$ cat src/rtl/mmio_uart_tx_pkg.sv
// Shared field positions and FSM state encoding for the memory-mapped UART transmitter.
package mmio_uart_tx_pkg;

    localparam int CMD_DATA_LSB    = 0;
    localparam int CMD_DATA_MSB    = 7;
    localparam int CMD_TOGGLE_BIT  = 8;
    localparam int CMD_OVF_CLR_BIT = 9;

    localparam int STS_DONE_BIT    = 0;
    localparam int STS_FULL_BIT    = 1;
    localparam int STS_OVF_BIT     = 2;
    localparam int STS_COUNT_LSB   = 3;
    localparam int STS_COUNT_MSB   = 7;
    localparam int STS_ACK_BIT     = 8;

    typedef enum logic [1:0] {
        IDLE  = 2'd0,
        START = 2'd1,
        DATA  = 2'd2,
        STOP  = 2'd3
    } txState_e;

endpackage

$ cat src/rtl/mmio_uart_tx_fifo.sv
// Circular byte buffer between the command register and the serializer.
module mmio_uart_tx_fifo #(
    parameter  int DEPTH = 4,
    localparam int PW    = $clog2(DEPTH),
    localparam int CW    = PW + 1
) (
    input  logic          clock,
    input  logic          reset,
    input  logic          push,
    input  logic          pop,
    input  logic [7:0]    wrData,
    output logic [7:0]    rdData,
    output logic [CW-1:0] count,
    output logic          full,
    output logic          empty
);

    logic [7:0]    mem [DEPTH];
    logic [PW-1:0] wrPtr;
    logic [PW-1:0] rdPtr;

    assign rdData = mem[rdPtr];
    assign full   = (count == CW'(DEPTH));
    assign empty  = (count == '0);

    // Pointers wrap for free because DEPTH is a power of two.
    always_ff @(posedge clock) begin
        if (reset) begin
            wrPtr <= '0;
            rdPtr <= '0;
            count <= '0;
        end else begin
            if (push) wrPtr <= wrPtr + PW'(1);
            if (pop)  rdPtr <= rdPtr + PW'(1);
            count <= count + CW'(push) - CW'(pop);
        end
    end

    always_ff @(posedge clock) begin
        if (push) mem[wrPtr] <= wrData;
    end

endmodule

$ cat src/rtl/mmio_uart_tx.sv
// 8N1 UART transmitter driven by a toggle-handshake command word, with a byte FIFO and status word.
module mmio_uart_tx
    import mmio_uart_tx_pkg::*;
#(
    parameter int CLOCKS_PER_BIT = 434,
    parameter int FIFO_DEPTH     = 4
) (
    input  logic        clock,
    input  logic        reset,
    input  logic [31:0] mmioOutWord,
    output logic [31:0] mmioInWord,
    output logic        txd
);

    localparam int CW = $clog2(FIFO_DEPTH) + 1;
    localparam int BW = (CLOCKS_PER_BIT > 2) ? $clog2(CLOCKS_PER_BIT) : 1;

    txState_e      state;
    logic [BW-1:0] baudCnt;
    logic [2:0]    bitIdx;
    logic [7:0]    shiftReg;
    logic          prevToggle;
    logic [31:0]   statusReg;
    logic [31:0]   statusNext;

    logic          writeReq;
    logic          bitEnd;
    logic          push;
    logic          pop;
    logic          dropWrite;
    logic          overflowNext;
    logic          idleNext;
    logic [CW-1:0] countNext;

    logic [7:0]    fifoData;
    logic [CW-1:0] fifoCount;
    logic          fifoFull;
    logic          fifoEmpty;

    logic          unusedCmdBits;

    assign unusedCmdBits = ^mmioOutWord[31:10];

    assign writeReq  = mmioOutWord[CMD_TOGGLE_BIT] ^ prevToggle;
    assign bitEnd    = (baudCnt == BW'(CLOCKS_PER_BIT - 1));
    assign pop       = !fifoEmpty && ((state == IDLE) || ((state == STOP) && bitEnd));
    // A full FIFO still takes a write when a byte leaves on the same edge.
    assign push      = writeReq && (!fifoFull || pop);
    assign dropWrite = writeReq && fifoFull && !pop;

    assign overflowNext = dropWrite || (statusReg[STS_OVF_BIT] && !mmioOutWord[CMD_OVF_CLR_BIT]);
    assign countNext    = fifoCount + CW'(push) - CW'(pop);
    assign idleNext     = fifoEmpty && ((state == IDLE) || ((state == STOP) && bitEnd));

    mmio_uart_tx_fifo #(
        .DEPTH (FIFO_DEPTH)
    ) fifo (
        .clock  (clock),
        .reset  (reset),
        .push   (push),
        .pop    (pop),
        .wrData (mmioOutWord[CMD_DATA_MSB:CMD_DATA_LSB]),
        .rdData (fifoData),
        .count  (fifoCount),
        .full   (fifoFull),
        .empty  (fifoEmpty)
    );

    // Status is built from next-state values so the registered word lines up with the edge that caused it.
    always_comb begin
        statusNext = '0;
        statusNext[STS_DONE_BIT]                  = idleNext && (countNext == '0);
        statusNext[STS_FULL_BIT]                  = (countNext == CW'(FIFO_DEPTH));
        statusNext[STS_OVF_BIT]                   = overflowNext;
        statusNext[STS_COUNT_MSB:STS_COUNT_LSB]   = 5'(countNext);
        statusNext[STS_ACK_BIT]                   = mmioOutWord[CMD_TOGGLE_BIT];
    end

    always_ff @(posedge clock) begin
        if (reset) begin
            statusReg               <= '0;
            statusReg[STS_DONE_BIT] <= 1'b1;
            statusReg[STS_ACK_BIT]  <= mmioOutWord[CMD_TOGGLE_BIT];
        end else begin
            statusReg <= statusNext;
        end
    end

    assign mmioInWord = statusReg;

    // prevToggle follows the command even in reset so release never looks like a write.
    always_ff @(posedge clock) begin
        prevToggle <= mmioOutWord[CMD_TOGGLE_BIT];
        if (reset) begin
            state    <= IDLE;
            txd      <= 1'b1;
            baudCnt  <= '0;
            bitIdx   <= '0;
            shiftReg <= '0;
        end else begin
            case (state)
                IDLE: begin
                    txd     <= 1'b1;
                    baudCnt <= '0;
                    if (pop) begin
                        state    <= START;
                        txd      <= 1'b0;
                        shiftReg <= fifoData;
                    end
                end
                START: begin
                    if (bitEnd) begin
                        baudCnt <= '0;
                        bitIdx  <= '0;
                        state   <= DATA;
                        txd     <= shiftReg[0];
                    end else begin
                        baudCnt <= baudCnt + BW'(1);
                    end
                end
                DATA: begin
                    if (bitEnd) begin
                        baudCnt <= '0;
                        if (bitIdx == 3'd7) begin
                            state <= STOP;
                            txd   <= 1'b1;
                        end else begin
                            bitIdx   <= bitIdx + 3'd1;
                            shiftReg <= shiftReg >> 1;
                            txd      <= shiftReg[1];
                        end
                    end else begin
                        baudCnt <= baudCnt + BW'(1);
                    end
                end
                STOP: begin
                    if (bitEnd) begin
                        baudCnt <= '0;
                        if (pop) begin
                            state    <= START;
                            txd      <= 1'b0;
                            shiftReg <= fifoData;
                        end else begin
                            state <= IDLE;
                        end
                    end else begin
                        baudCnt <= baudCnt + BW'(1);
                    end
                end
                default: begin
                    state <= IDLE;
                    txd   <= 1'b1;
                end
            endcase
        end
    end

endmodule
$ cat config.mk
export PLATFORM = sky130hd
export DESIGN_NAME = mmio_uart_tx
export DESIGN_NICKNAME = d
export VERILOG_FILES = /design/src/rtl/mmio_uart_tx_pkg.sv /design/src/rtl/mmio_uart_tx_fifo.sv /design/src/rtl/mmio_uart_tx.sv
export SDC_FILE = /design/constraint.sdc
export NUM_CORES = 1
export LEC_CHECK = 0
export CORE_MARGIN = 2
export CORE_UTILIZATION = 41
export DETAILED_ROUTE_END_ITERATION = 16
export GPL_TIMING_DRIVEN = 0
export PLACE_DENSITY = 0.66
export SETUP_SLACK_MARGIN = 0.1
export SYNTH_ARGS = -nofsm -noshare
export SYNTH_HDL_FRONTEND = slang
export SYNTH_SLANG_ARGS = --single-unit
$ cat constraint.sdc
create_clock -name clock -period 5.3 [get_ports clock]
set_input_delay 0.795 -clock clock [delete_from_list [all_inputs] [get_ports clock]]
set_output_delay 0.795 -clock clock [all_outputs]
set_load 0.01 [all_outputs]
==> summary.md, run 1 <==
| Metric | Value |
|---|---|
| Core Box Area | 0.00765 mm² |
| Most frequent cells in the layout | 36 x dfxtp_1, 32 x edfxtp_1, 28 x nor2_1 |
| CTS resizes | 0 |
| Worst Setup Start Kind | flop |
| First-pass GRT wire length | 9.07 mm |
| Top sig layer | met4 |
| Async SR Flop Fraction | 0 |
| Vias | 1,985 |
| Layout cell share with drive strength beyond 1 | 0.182 |
| Antenna Cells | 0 |
| Max Freq | 317 MHz |
| Post-Syn Instances | 267 |
| WL met3 | 298 µm |
| Max_cap viols | 0 |
| Initial DRC Count | 75 |
| Std-Cell Rows | 32 |
| Final Cycle Share | 0.594 |
| Largest stage delay, worst path | 620 ps |
| Crit path max-delay cell type | a31oi_1 |
| Largest net degree at the start of global routing | 14 |
| Synthesized cell area | 0.00320 mm² |
| Flop2flop setup slack | 2150 ps |
| CTS clock-pin slew for the worst setup and hold paths | 70 ps |
| CTS H-Tree Depth | 3 |
| Data required time of the worst path | 5580 ps |
| Warnings, synthesis | 0 |
| Vias in the first global route | 1,935 |
| Crit path top cell by count | ha_1 |
| Max transition margin | 0.502 |
| Setup Viol. Count Final | 0 |
| #FFs+latches synth | 68 |
| DRT met1 WL | 2.51 mm |
| CTS tree | yes |
| First-pass detailed-route iteration total | 4 |
| GR Util All Layers | 0.139 |
| Overall Power | 1720 µW |
| VDD IR-drop max | 0.000197 V |
| PortBufs | 18 |
| Detail Route Antenna Nets | 0 |
| Syn avg cell area | 12.0 µm² |
| Wire length per cell | 12.5 µm |
| # IOs | 67 |
| Seq/Total Area, Yosys | 0.525 |
| Worst setup path class | flop to flop |
| Post-Route WL | 5.36 mm |
| Via/cell ratio | 4.65 |
| Die height | 92.4 µm |
| Hold-fix buffer count after cts | 0 |
| Fin. Hold Viols | 0 |
| CTS root buf | clkbuf_8 |
| Commonest non-fill, non-tap cell in the layout | dfxtp_1 |
| Met2 WL | 2.45 mm |
| Worst-path maximum fanout | 7 |
| Measured slew at the worst slew-check pin | 743 ps |
| Unrepaired setup endpoints after global routing | no |
| GRT overflow | 0 |
| Postcts setup bufs | 0 |
| DP HPWL | 3.89 mm |
| Worst skew pair latency | 340 ps |
| Hold Path Class | flop to flop |
| PwrDens | 457 mW/mm² |
| Initial antenna violation count | 0 |
| Placed insts | 411 |
| Setup_tns | 0 ps |
| Area growth syn-to-layout | 17.7% |
| Clock skew | 7.81 ps |
| Non-Filler Instances | 427 |
| Crit path cell chain | ha_1 -> and4b_1 -> a31oi_1 -> a31oi_1 -> inv_1 -> ha_1 -> inv_1 -> ha_1 -> fa_1 -> nor2_1 -> nand3_1 -> o21bai_1 |
| Gpl congestion | 0.747 |
| Ys flop type | dfxtp_1 |
| Cell area after layout | 0.00377 mm² |
| Die W | 92.4 µm |
| Synth cell types | 45 |
| CP Capture Type | flop |
| DP Area | 0.00360 mm² |
| DRC violations left | 0 |
| Total leakage power | 0.00144 µW |
| Final Slew Violations | 0 |
| CTS buffer count | 9 |
| Starting density of the core | 0.419 |
| CP Data Arrival Time | 3430 ps |
| Min Tclk post-route | 3150 ps |
| Max Buffers Root-to-Sink | 2 |
| Post-synth EDFFs | 32 |
| CTS sink count | 68 |
| Status | finished, final reports clean |
| DIE AREA | 0.00854 mm² |
| Nets | 371 |
[final timing paths]
| kind | from | to | cells after the start |
|---|---|---|---|
| worst max-delay path | baudCnt[0]$_SDFF_PP0_ | mmioInWord[0]$_SDFF_PP1_ | 12 |
| worst min-delay path | txd$_SDFFE_PP1P_ | txd$_SDFFE_PP1P_ | 1 |
| worst max register to register | baudCnt[0]$_SDFF_PP0_ | mmioInWord[0]$_SDFF_PP1_ | 12 |
| worst min register to register | txd$_SDFFE_PP1P_ | txd$_SDFFE_PP1P_ | 1 |
[cell type report]
| cell class | instances | area (µm²) |
|---|---|---|
| Clock inverter | 6 | 42.5 |
| Clock buffer | 10 | 128 |
| Sequential cell | 68 | 1680 |
| Fill cell | 690 | 3870 |
| Buffer | 35 | 238 |
| Tap cell | 102 | 128 |
| Multi-Input combinational cell | 177 | 1330 |
| Timing Repair Buffer | 18 | 180 |
| Inverter | 11 | 41.3 |
[critical path: cells and delay by family, from the launching register on]
family          cells  cell delay (ps)
compound gates      3              910
flops               1              400
buf+inv             2              140
simple gates        3              440
fa+ha+maj           4             1190
[flip-flops by register name, summed over array words and instances, names as in the netlist, named ones only]
signal and flops:
fifo.rdPtr 2, txd 1, mmioInWord 7, shiftReg 8, fifo.wrPtr 2, bitIdx 3, state 2, fifo.mem 32
baudCnt 9
[synthesized netlist by cell type, types with 3 or more instances]
cell | number | share of area
clkbuf_1 | 6 | 0.0070
nand2_1 | 4 | 0.0047
nor2_1 | 28 | 0.033
dfxtp_1 | 36 | 0.22
mux4_2 | 8 | 0.056
a21oi_1 | 14 | 0.022
inv_1 | 11 | 0.013
ha_1 | 16 | 0.062
xnor2_1 | 10 | 0.027
buf_4 | 26 | 0.061
o21ai_0 | 12 | 0.019
xor2_1 | 3 | 0.0082
nor2b_1 | 4 | 0.0078
mux2i_1 | 10 | 0.031
a22oi_1 | 3 | 0.0070
edfxtp_1 | 32 | 0.30
and2_1 | 4 | 0.0078
or3_1 | 7 | 0.014
nand3_1 | 5 | 0.0078
[metal layers]
layer | GRT usage | vias up
met3 | 0.0374 | 8
li1 | - | 999
met5 | 0 | -
met2 | 0.223 | 59
met4 | 0.0672 | 0
met1 | 0.172 | 919
[cells by family (layout without fill, tap and decap cells)]
logic type | Yosys count | in the layout | synth area share
and+or+nand+nor | 67 | 67 | 0.121
AOI/OAI and AO/OA | 36 | 36 | 0.0703
xor gates and xnor gates | 13 | 13 | 0.0355
adders and majority gates | 17 | 17 | 0.0687
muxes | 19 | 19 | 0.0910
other | 1 | 25 | 0.00117
buffers and inverters | 46 | 80 | 0.0871
DFF | 68 | 68 | 0.525
[where the power goes]
part	total, µW	leakage [µW]	internal (µW)	switching [µW]
clock network	364	0.0000822	169	195
logic	656	0.000770	309	346
registers	703	0.000588	648	54.5
total	1720	0.00144	1130	596
[metrics by stage]
stage / hold WS, ps / utilization / worst slack (ps)
6_report: 470 / 0.493 / 2150
5_1_grt: 481 / 0.493 / 1900
4_1_cts: 475 / 0.493 / 2140
3_5_place_dp: 459 / 0.471 / 1800
3_3_place_gp: 458 / 0.471 / 1860
2_1_floorplan: 444 / - / 2600
Power figures use the tool's default switching activity.
==> run 2: changes to the inputs <==
==> constraint.sdc (replaced) <==
create_clock -name clock -period 2.9 [get_ports clock]
set_input_delay 0.435 -clock clock [delete_from_list [all_inputs] [get_ports clock]]
set_output_delay 0.435 -clock clock [all_outputs]
set_load 0.01 [all_outputs]
==> summary.md, run 2 (synthesized netlist as in run 1, its figures left out) <==
| Metric | Value |
|---|---|
| CTS tree | yes |
| Status | finished, final reports clean |
| DRC violations left | 0 |
| # IOs | 67 |
| R2R depth | 13 |
| CP Depth | 13 |
| Commonest non-fill, non-tap cell in the layout | dfxtp_1 |
| Post-Route WL | 5.34 mm |
| Max Buffers Root-to-Sink | 2 |
| Setup Viol. Count Final | 0 |
| GRT overflow | 0 |
| Most frequent cells in the layout | 35 x dfxtp_1, 32 x edfxtp_1, 28 x nor2_1, 28 x buf_4, 25 x conb_1 |
| CTS clock-pin slew for the worst setup and hold paths | 70 ps |
| CP top delay family | adder cells |
| Area growth syn-to-layout | 19.2% |
| Vias in the first global route | 1,938 |
| DP Worst Slack | -244 ps |
| Worst setup path class | flop to flop |
| Data required time of the worst path | 3170 ps |
| Fillcell total | 687 |
| Fin Hold WS | 429 ps |
| Gpl congestion | 0.747 |
| Worst-path maximum fanout | 4 |
| Starting density of the core | 0.419 |
| Total leakage power | 0.00145 µW |
| CTS buffer count | 9 |
| CP Capture Type | flop |
| Via/cell ratio | 4.66 |
| Crit path cell chain | inv_1 -> ha_1 -> and4b_1 -> a31oi_4 -> a31oi_4 -> inv_1 -> ha_1 -> inv_1 -> ha_1 -> fa_1 -> nor2_1 -> nand3_1 -> o21bai_1 |
| Worst Setup Start Kind | flop |
| Final Slew Violations | 0 |
| Initial antenna violation count | 0 |
| Antenna Cells | 0 |
| Hold-fix buffer count after cts | 0 |
| Comb power frac | 0.389 |
| CP Data Arrival Time | 2900 ps |
| Measured slew at the worst slew-check pin | 644 ps |
| Crit path max-delay cell type | fa_1 |
| Largest regs | fifo.mem: 32 flops, baudCnt: 9 flops, shiftReg: 8 flops |
| Initial DRC Count | 59 |
| Psw | 1100 µW |
| CTS H-Tree Depth | 3 |
| Max Freq | 381 MHz |
| Final Cycle Share | 0.905 |
| First-pass GRT wire length | 9.09 mm |
| CTS root buf | clkbuf_8 |
| Nets | 373 |
| Switching share of power | 0.345 |
| Max_cap viols | 0 |
| PwrDens | 835 mW/mm² |
| VDD IR-drop max | 0.000358 V |
| Layout cell share with drive strength beyond 1 | 0.196 |
| Die height | 92.4 µm |
| Largest Register | fifo.mem |
| Worst skew pair latency | 340 ps |
| Max transition margin | 0.567 |
| Vias | 2,001 |
| Max FFs per register | 32 |
| Pint | 2090 µW |
| Hold Path Class | input pin to flop |
| Worst Hold Depth | 2 |
| Largest stage delay, worst path | 470 ps |
| CTS sink count | 68 |
| Die W | 92.4 µm |
| Largest net degree at the start of global routing | 14 |
| Unrepaired setup endpoints after global routing | no |
| Detail Route Antenna Nets | 0 |
| Worst Path Buf+Inv | 3 |
| Fin. Hold Viols | 0 |
| DIE AREA | 0.00854 mm² |
| DP HPWL | 3.89 mm |
| First-pass detailed-route iteration total | 4 |
| PortBufs | 18 |
| Flop pwr share | 0.404 |
| Clock skew | 8.42 ps |
| Min Tclk post-route | 2630 ps |
| GR Util All Layers | 0.139 |
| Worst setup margin | 274 ps |
| Wire length per cell | 12.4 µm |
| Clk pwr share | 0.207 |
| Std-Cell Rows | 32 |
| Core Box Area | 0.00765 mm² |
## run 2: changes by cell type in the layout (fill, tap and decap cells not counted), sizes merged
cell  change
buf       +2
## run 2: per-layer routing
layer | share of wire | GRT usage | vias up
li1 | - | - | 1001
met1 | 0.46 | 0.173 | 932
met2 | 0.47 | 0.223 | 61
met3 | 0.058 | 0.0374 | 7
met4 | 0.014 | 0.0672 | 0
met5 | 0 | 0 | -
## run 2: final timing paths
path | from | endpoint | slack [ps]
max | baudCnt[1]$_SDFF_PP0_ | mmioInWord[0]$_SDFF_PP1_ | 270
max reg2reg | baudCnt[1]$_SDFF_PP0_ | mmioInWord[0]$_SDFF_PP1_ | 270
min | reset | mmioInWord[4]$_SDFF_PP0_ | 430
min reg2reg | baudCnt[0]$_SDFF_PP0_ | baudCnt[0]$_SDFF_PP0_ | 450
## run 2: timing repair
action,CTS,global route
endpoints found under the setup margin,4,3
gates resized for setup,3,2
endpoints found under the hold margin,0,0
pin swaps,1,1
setup buffers,1,1
## run 2: metrics by stage
stage               power [µW]  std cells  cell area, µm²  setup TNS [ps]  utilization
finish                    3190        429            3820               0        0.499
global route              3420        429            3820               0        0.499
CTS                       3190        428            3800               0        0.497
detailed placement        2500        411            3600            -696        0.471
global placement          2470        411            3600            -471        0.471
floorplan                 2190        291            3290               0            -
## run 2: cell type report
class                   count  area (µm²)  area share
flip-flops and latches     68        1680       0.441
multi-input cells         177        1360       0.357
plain buffers              35         238      0.0623
repair buffers             20         195      0.0511
clock buffers              10         128      0.0334
well taps                 102         128      0.0334
clock inverters             6        42.5      0.0111
inverters                  11        41.3      0.0108
## run 2: power groups by stage
stage	Sequential (µW)	Clock (µW)	Combinational, µW
2_1_floorplan	1300	0	894
3_3_place_gp	1300	0	1170
3_5_place_dp	1310	0	1190
4_1_cts	1290	687	1220
5_1_grt	1310	718	1390
6_report	1290	661	1240
==> variant 1, RTL diff (flow settings as in run 1) <==
The parameter `FIFO_DEPTH` goes from 4 to 8.
--- a/src/rtl/mmio_uart_tx.sv
+++ b/src/rtl/mmio_uart_tx.sv
@@ -3,7 +3,7 @@
     import mmio_uart_tx_pkg::*;
 #(
     parameter int CLOCKS_PER_BIT = 434,
-    parameter int FIFO_DEPTH     = 4
+    parameter int FIFO_DEPTH     = 8
 ) (
     input  logic        clock,
     input  logic        reset,
Behaviour: not the same (Yosys sat finds a counterexample within 10 cycles, from zero or initial values and one cycle with reset high).
==> variant 1 against run 1 <==
Clock power is 76% higher; synthesized cell count is 39% higher; worst setup slack got worse by 30 ps; routed wire length rose by 62%; final area is 47% higher; critical endpoint unchanged; combinational power rose by 22%; total power up 43%; synthesized area rose by 48%; largest cell class unchanged; largest power group unchanged; clock skew decreased by 3.4 ps; sequential cell count up 36.
==> variant 1: results (changes against run 1) <==
The global-route wire length before repair came to 14,240 um (was 9073 um). The critical path data arrival time came to 3470 ps (was 3430 ps). The headroom to the max-slew limit came out at 43.84% (was 50.21%).

The global placement routability congestion came to 0.7601 (was 0.7470). The via count normalized by instance count is 5.036 (was 4.649). The per-cell routed wire length came out at 15.03 um (was 12.55 um). The setup skew after layout came to 4.376 ps (was 7.806 ps). The number of flops mapped to enable cells by yosys is 64 (was 32). The number of buffers inserted by port buffering is 20 (was 18). Largest registers: fifo.mem (64), baudCnt (9) (was fifo.mem (32), baudCnt (9), shiftReg (8)). The launching instance or port of the critical path is baudCnt[0]$_SDFF_PP0_ (unchanged).

Top area cells in the synthesized netlist: sky130_fd_sc_hd__edfxtp_1 (41%), sky130_fd_sc_hd__dfxtp_1 (17%), sky130_fd_sc_hd__mux4_2 (4.8%) (was sky130_fd_sc_hd__edfxtp_1 (30%), sky130_fd_sc_hd__dfxtp_1 (22%), sky130_fd_sc_hd__ha_1 (6.2%)). The worst-path maximum fanout came out at 8 (was 7). The multiplexer share of the synthesized area is 8.144% (was 9.098%). Status: finished, final reports clean (unchanged).

The total routing usage reported by global routing is 14.66% (was 13.85%). The placed standard-cell area is 5259 um2 (was 3602 um2). The leakage power total came out at 1.977 nW (was 1.441 nW). The HPWL after detailed placement is 6195 um (was 3892 um). The fraction of layout cells with a size suffix above 1 came out at 18.24% (was 18.15%). The synthesized-area fraction occupied by ao, oa, aoi and oai cells is 8.408% (was 7.029%). The starting DRC count in detailed routing was 116 (was 75). The sequential-to-total area share from yosys stat is 57.54% (was 52.48%). The total wire length after detailed routing came to 8658 um (was 5358 um).

The placed instance count came to 560 (was 411). The number of synthesis warnings is 0 (unchanged). The launch instance of the worst min-delay path was shiftReg[0]$_SDFFE_PP0P_ (was txd$_SDFFE_PP1P_).

The post-synthesis xor/xnor area fraction is 2.776% (was 3.553%). Leading cell types by count after synthesis: sky130_fd_sc_hd__edfxtp_1 (64), sky130_fd_sc_hd__dfxtp_1 (40), sky130_fd_sc_hd__nor2_1 (32) (was sky130_fd_sc_hd__dfxtp_1 (36), sky130_fd_sc_hd__edfxtp_1 (32), sky130_fd_sc_hd__nor2_1 (28)). The peak supply drop came out at 0.2077 mV (was 0.1974 mV).

The number of distinct library cells after synthesis is 50 (was 45). The gate count of the mapped netlist was 370 (was 267). The via count of the first global-routing pass is 2,860 (was 1,935). The post-synthesis adder-cell area fraction came to 4.918% (was 6.872%). The fill cell total of the finished layout came out at 1,013 (was 690). The net count reported at finish is 480 (was 371). The buffer cell driving the clock tree root is sky130_fd_sc_hd__clkbuf_16 (was sky130_fd_sc_hd__clkbuf_8).
-- variant 1: cell types whose count changed in the layout (fill, tap and decap cells not counted), moves of 7 or more --
| cell | change |
|---|---|
| sky130_fd_sc_hd__clkbuf_16 | +9 |
| sky130_fd_sc_hd__clkbuf_8 | -9 |
| sky130_fd_sc_hd__nand2_1 | +12 |
| sky130_fd_sc_hd__edfxtp_1 | +32 |
| sky130_fd_sc_hd__o32ai_2 | +7 |
-- variant 1: metal layers --
| metal | global-route usage, % | wire [um] | vias up |
|---|---|---|---|
| li1 | - | - | 1427 |
| met1 | 18.83 | 3945 | 1409 |
| met2 | 24.72 | 4275 | 55 |
| met3 | 3.103 | 308 | 10 |
| met4 | 5.185 | 129 | 0 |
| met5 | 0 | 0 | - |
-- variant 1: worst paths after layout --
path / slack (ps) / cells past startpoint / to
setup / recovery: 2120 / 14 / mmioInWord[0]$_SDFF_PP1_
hold / removal: 470 / 2 / shiftReg[0]$_SDFFE_PP0P_
setup reg to reg: 2120 / 14 / mmioInWord[0]$_SDFF_PP1_
hold reg to reg: 470 / 2 / shiftReg[0]$_SDFFE_PP0P_
-- variant 1: metrics by stage --
stage | setup slack (ps) | utilization (%)
after floorplan | 2613 | -
after global routing | 1756 | 48.98
after detailed placement | 1995 | 46.45
after global placement | 1349 | 45.91
after CTS | 2104 | 48.98
final | 2119 | 48.98
-- variant 1: area by class of cell --
class                   count  area share (%)
flip-flops and latches    104           49.10
multi-input cells         233           32.63
plain buffers              39           4.625
clock buffers              10           4.129
repair buffers             24           4.106
well taps                 143           3.227
inverters                  17           1.151
clock inverters             6           1.038
-- variant 1: critical path: stages (launching register included) --
cell and delay, ps:
sky130_fd_sc_hd__dfxtp_1 400, sky130_fd_sc_hd__ha_1 190, sky130_fd_sc_hd__and4b_1 190, sky130_fd_sc_hd__buf_2 190, sky130_fd_sc_hd__a31oi_1 170, sky130_fd_sc_hd__nor2_1 460, sky130_fd_sc_hd__nand2_1 170, sky130_fd_sc_hd__o21ai_0 130
sky130_fd_sc_hd__ha_1 200, sky130_fd_sc_hd__inv_1 50, sky130_fd_sc_hd__fa_1 370, sky130_fd_sc_hd__xor2_1 200, sky130_fd_sc_hd__nand3b_1 140, sky130_fd_sc_hd__nor3_1 160, sky130_fd_sc_hd__a21o_1 130
-- variant 1: logic make-up after synthesis --
family,count (synthesis)
flops,104
simple gates,100
buf+inv,56
compound gates,50
mux,26
fa+ha+maj,18
xor+xnor,15
other cells,1
-- variant 1: where the power goes --
group / internal (mW) / switching, mW
clock network: 0.331 / 0.310
logic: 0.379 / 0.424
registers: 0.961 / 0.0612
total: 1.67 / 0.795
==> variant 2, RTL diff (config.mk and constraints of run 1) <==
Made on the original files. Re-encode `txState_e` (4 states) as Gray code, 2 bits wide.
--- a/src/rtl/mmio_uart_tx_pkg.sv
+++ b/src/rtl/mmio_uart_tx_pkg.sv
@@ -14,10 +14,10 @@
     localparam int STS_ACK_BIT     = 8;
 
     typedef enum logic [1:0] {
-        IDLE  = 2'd0,
-        START = 2'd1,
-        DATA  = 2'd2,
-        STOP  = 2'd3
+        IDLE  = 2'b00,
+        START = 2'b01,
+        DATA  = 2'b11,
+        STOP  = 2'b10
     } txState_e;
 
 endpackage
Function: no difference found for any inputs over 10 cycles, from zero or initial values and one cycle with reset high; not proved beyond that.
==> variant 2 against run 1 <==
Total power decreased by 2.9%; final area increased by 1.4%; sequential cell count unchanged; routed wire length up 6.4%; largest cell class unchanged; worst setup slack better by 120 ps; synthesized area is 0.31% lower; critical path type unchanged; core utilization up 0.70 points.
==> variant 2: results (changes against run 1) <==
Top area cells in the synthesized netlist: sky130_fd_sc_hd__edfxtp_1 (30%), sky130_fd_sc_hd__dfxtp_1 (23%), sky130_fd_sc_hd__buf_4 (6.1%) (was sky130_fd_sc_hd__edfxtp_1 (30%), sky130_fd_sc_hd__dfxtp_1 (22%), sky130_fd_sc_hd__ha_1 (6.2%)). The worst-path maximum fanout is 10 (was 7). The fraction of layout cells with a size suffix above 1 came out at 21.10% (was 18.15%). The depth of the worst register-to-register path came out at 14 (was 12). The longest individual stage delay on the worst path came out at 380 ps (was 620 ps).

Largest registers: fifo.mem (32), baudCnt (9), shiftReg (8) (unchanged). The net count reported at finish is 367 (was 371). The setup skew after layout is 5.038 ps (was 7.806 ps). The HPWL after detailed placement is 3881 um (was 3892 um).

The leakage power total came out at 1.485 nW (was 1.441 nW). The peak supply drop is 0.1881 mV (was 0.1974 mV). The setup total negative slack is 0 ps (unchanged). The launching instance or port of the critical path is baudCnt[1]$_SDFF_PP0_ (was baudCnt[0]$_SDFF_PP0_). The critical path data arrival time came out at 3270 ps (was 3430 ps).

The global placement routability congestion is 0.7933 (was 0.7470). Status: finished, final reports clean (unchanged). Leading cell types by count after synthesis: sky130_fd_sc_hd__dfxtp_1 (36), sky130_fd_sc_hd__edfxtp_1 (32), sky130_fd_sc_hd__buf_4 (26) (was sky130_fd_sc_hd__dfxtp_1 (36), sky130_fd_sc_hd__edfxtp_1 (32), sky130_fd_sc_hd__nor2_1 (28)). The number of distinct library cells after synthesis is 48 (was 45). The time the final worst path needs with I/O delays and setup came out at 3028 ps (was 3151 ps). The starting DRC count in detailed routing came to 68 (was 75). The capture point of the worst path is mmioInWord[1]$_SDFF_PP0_ (was mmioInWord[0]$_SDFF_PP1_). The transition at the pin with the smallest max-transition slack is 749.0 ps (was 743.3 ps). The worst slack after detailed placement came to 1993 ps (was 1805 ps).

The path type of the worst min-delay path is reg2reg (unchanged). The total wire length after detailed routing is 5701 um (was 5358 um). The number of buffers inserted by port buffering came to 19 (was 18).

The slack of the worst reg-to-reg path is 2270 ps (was 2150 ps). The sequential-to-total area share from yosys stat is 52.64% (was 52.48%). The total routing usage reported by global routing is 14.69% (was 13.85%).

The global-route wire length before repair is 9508 um (was 9073 um). The via count of the routed design came to 2,035 (was 1,985). The master of the slowest instance on the critical path is sky130_fd_sc_hd__a21oi_2 (was sky130_fd_sc_hd__a31oi_1). The placed standard-cell area is 3602 um2 (unchanged). The fill cell total of the finished layout is 692 (was 690).
-- variant 2: routing by layer --
metal / global-route usage [%] / wire [um]
met2: 23.41 / 2616
met4: 9.204 / 154
met5: 0 / 0
met3: 3.040 / 203
met1: 18.22 / 2726
-- variant 2: cells by family (layout without fill, tap and decap cells) --
family / count (synthesis) / in the layout / share of synthesized area [%]
xor+xnor: 10 / 10 / 2.742
simple gates: 69 / 69 / 11.83
compound gates: 46 / 46 / 10.65
fa+ha+maj: 11 / 11 / 4.544
flops: 68 / 68 / 52.64
mux: 15 / 15 / 7.834
buf+inv: 48 / 83 / 9.636
other cells: 1 / 25 / 0.1174
-- variant 2: stage by stage --
stage                     cells  power (mW)
after CTS                   429       1.688
final                       429       1.673
after global routing        429       1.774
after detailed placement    413       1.204
after global placement      413       1.193
after floorplan             292       1.076
-- variant 2: area by class of cell --
| cell class | count | area (um2) | area share (%) |
|---|---|---|---|
| Multi-Input combinational cell | 176 | 1295 | 33.85 |
| Clock inverter | 7 | 100.1 | 2.616 |
| Sequential cell | 68 | 1682 | 43.95 |
| Inverter | 10 | 37.54 | 0.9810 |
| Tap cell | 102 | 127.6 | 3.336 |
| Timing Repair Buffer | 19 | 190.2 | 4.971 |
| Buffer | 38 | 270.3 | 7.063 |
| Clock buffer | 9 | 123.9 | 3.237 |
-- variant 2: where the power goes --
| part | total (mW) | switching [mW] | internal [mW] |
|---|---|---|---|
| clock | 0.482 | 0.214 | 0.268 |
| sequential | 0.686 | 0.0507 | 0.635 |
| combinational | 0.505 | 0.246 | 0.259 |
| total | 1.67 | 0.511 | 1.16 |
-- variant 2: worst min path at each step --
stage	cells past startpoint	startpoint	to	slack (ps)
CTS	2	mmioInWord[2]$_SDFF_PP0_	mmioInWord[2]$_SDFF_PP0_	480
finish	2	mmioInWord[2]$_SDFF_PP0_	mmioInWord[2]$_SDFF_PP0_	480
global placement	1	baudCnt[0]$_SDFF_PP0_	baudCnt[0]$_SDFF_PP0_	460
detailed placement	2	mmioInWord[2]$_SDFF_PP0_	mmioInWord[2]$_SDFF_PP0_	470
global route	2	bitIdx[0]$_SDFFE_PP0P_	bitIdx[0]$_SDFFE_PP0P_	500
floorplan	1	baudCnt[0]$_SDFF_PP0_	baudCnt[0]$_SDFF_PP0_	440
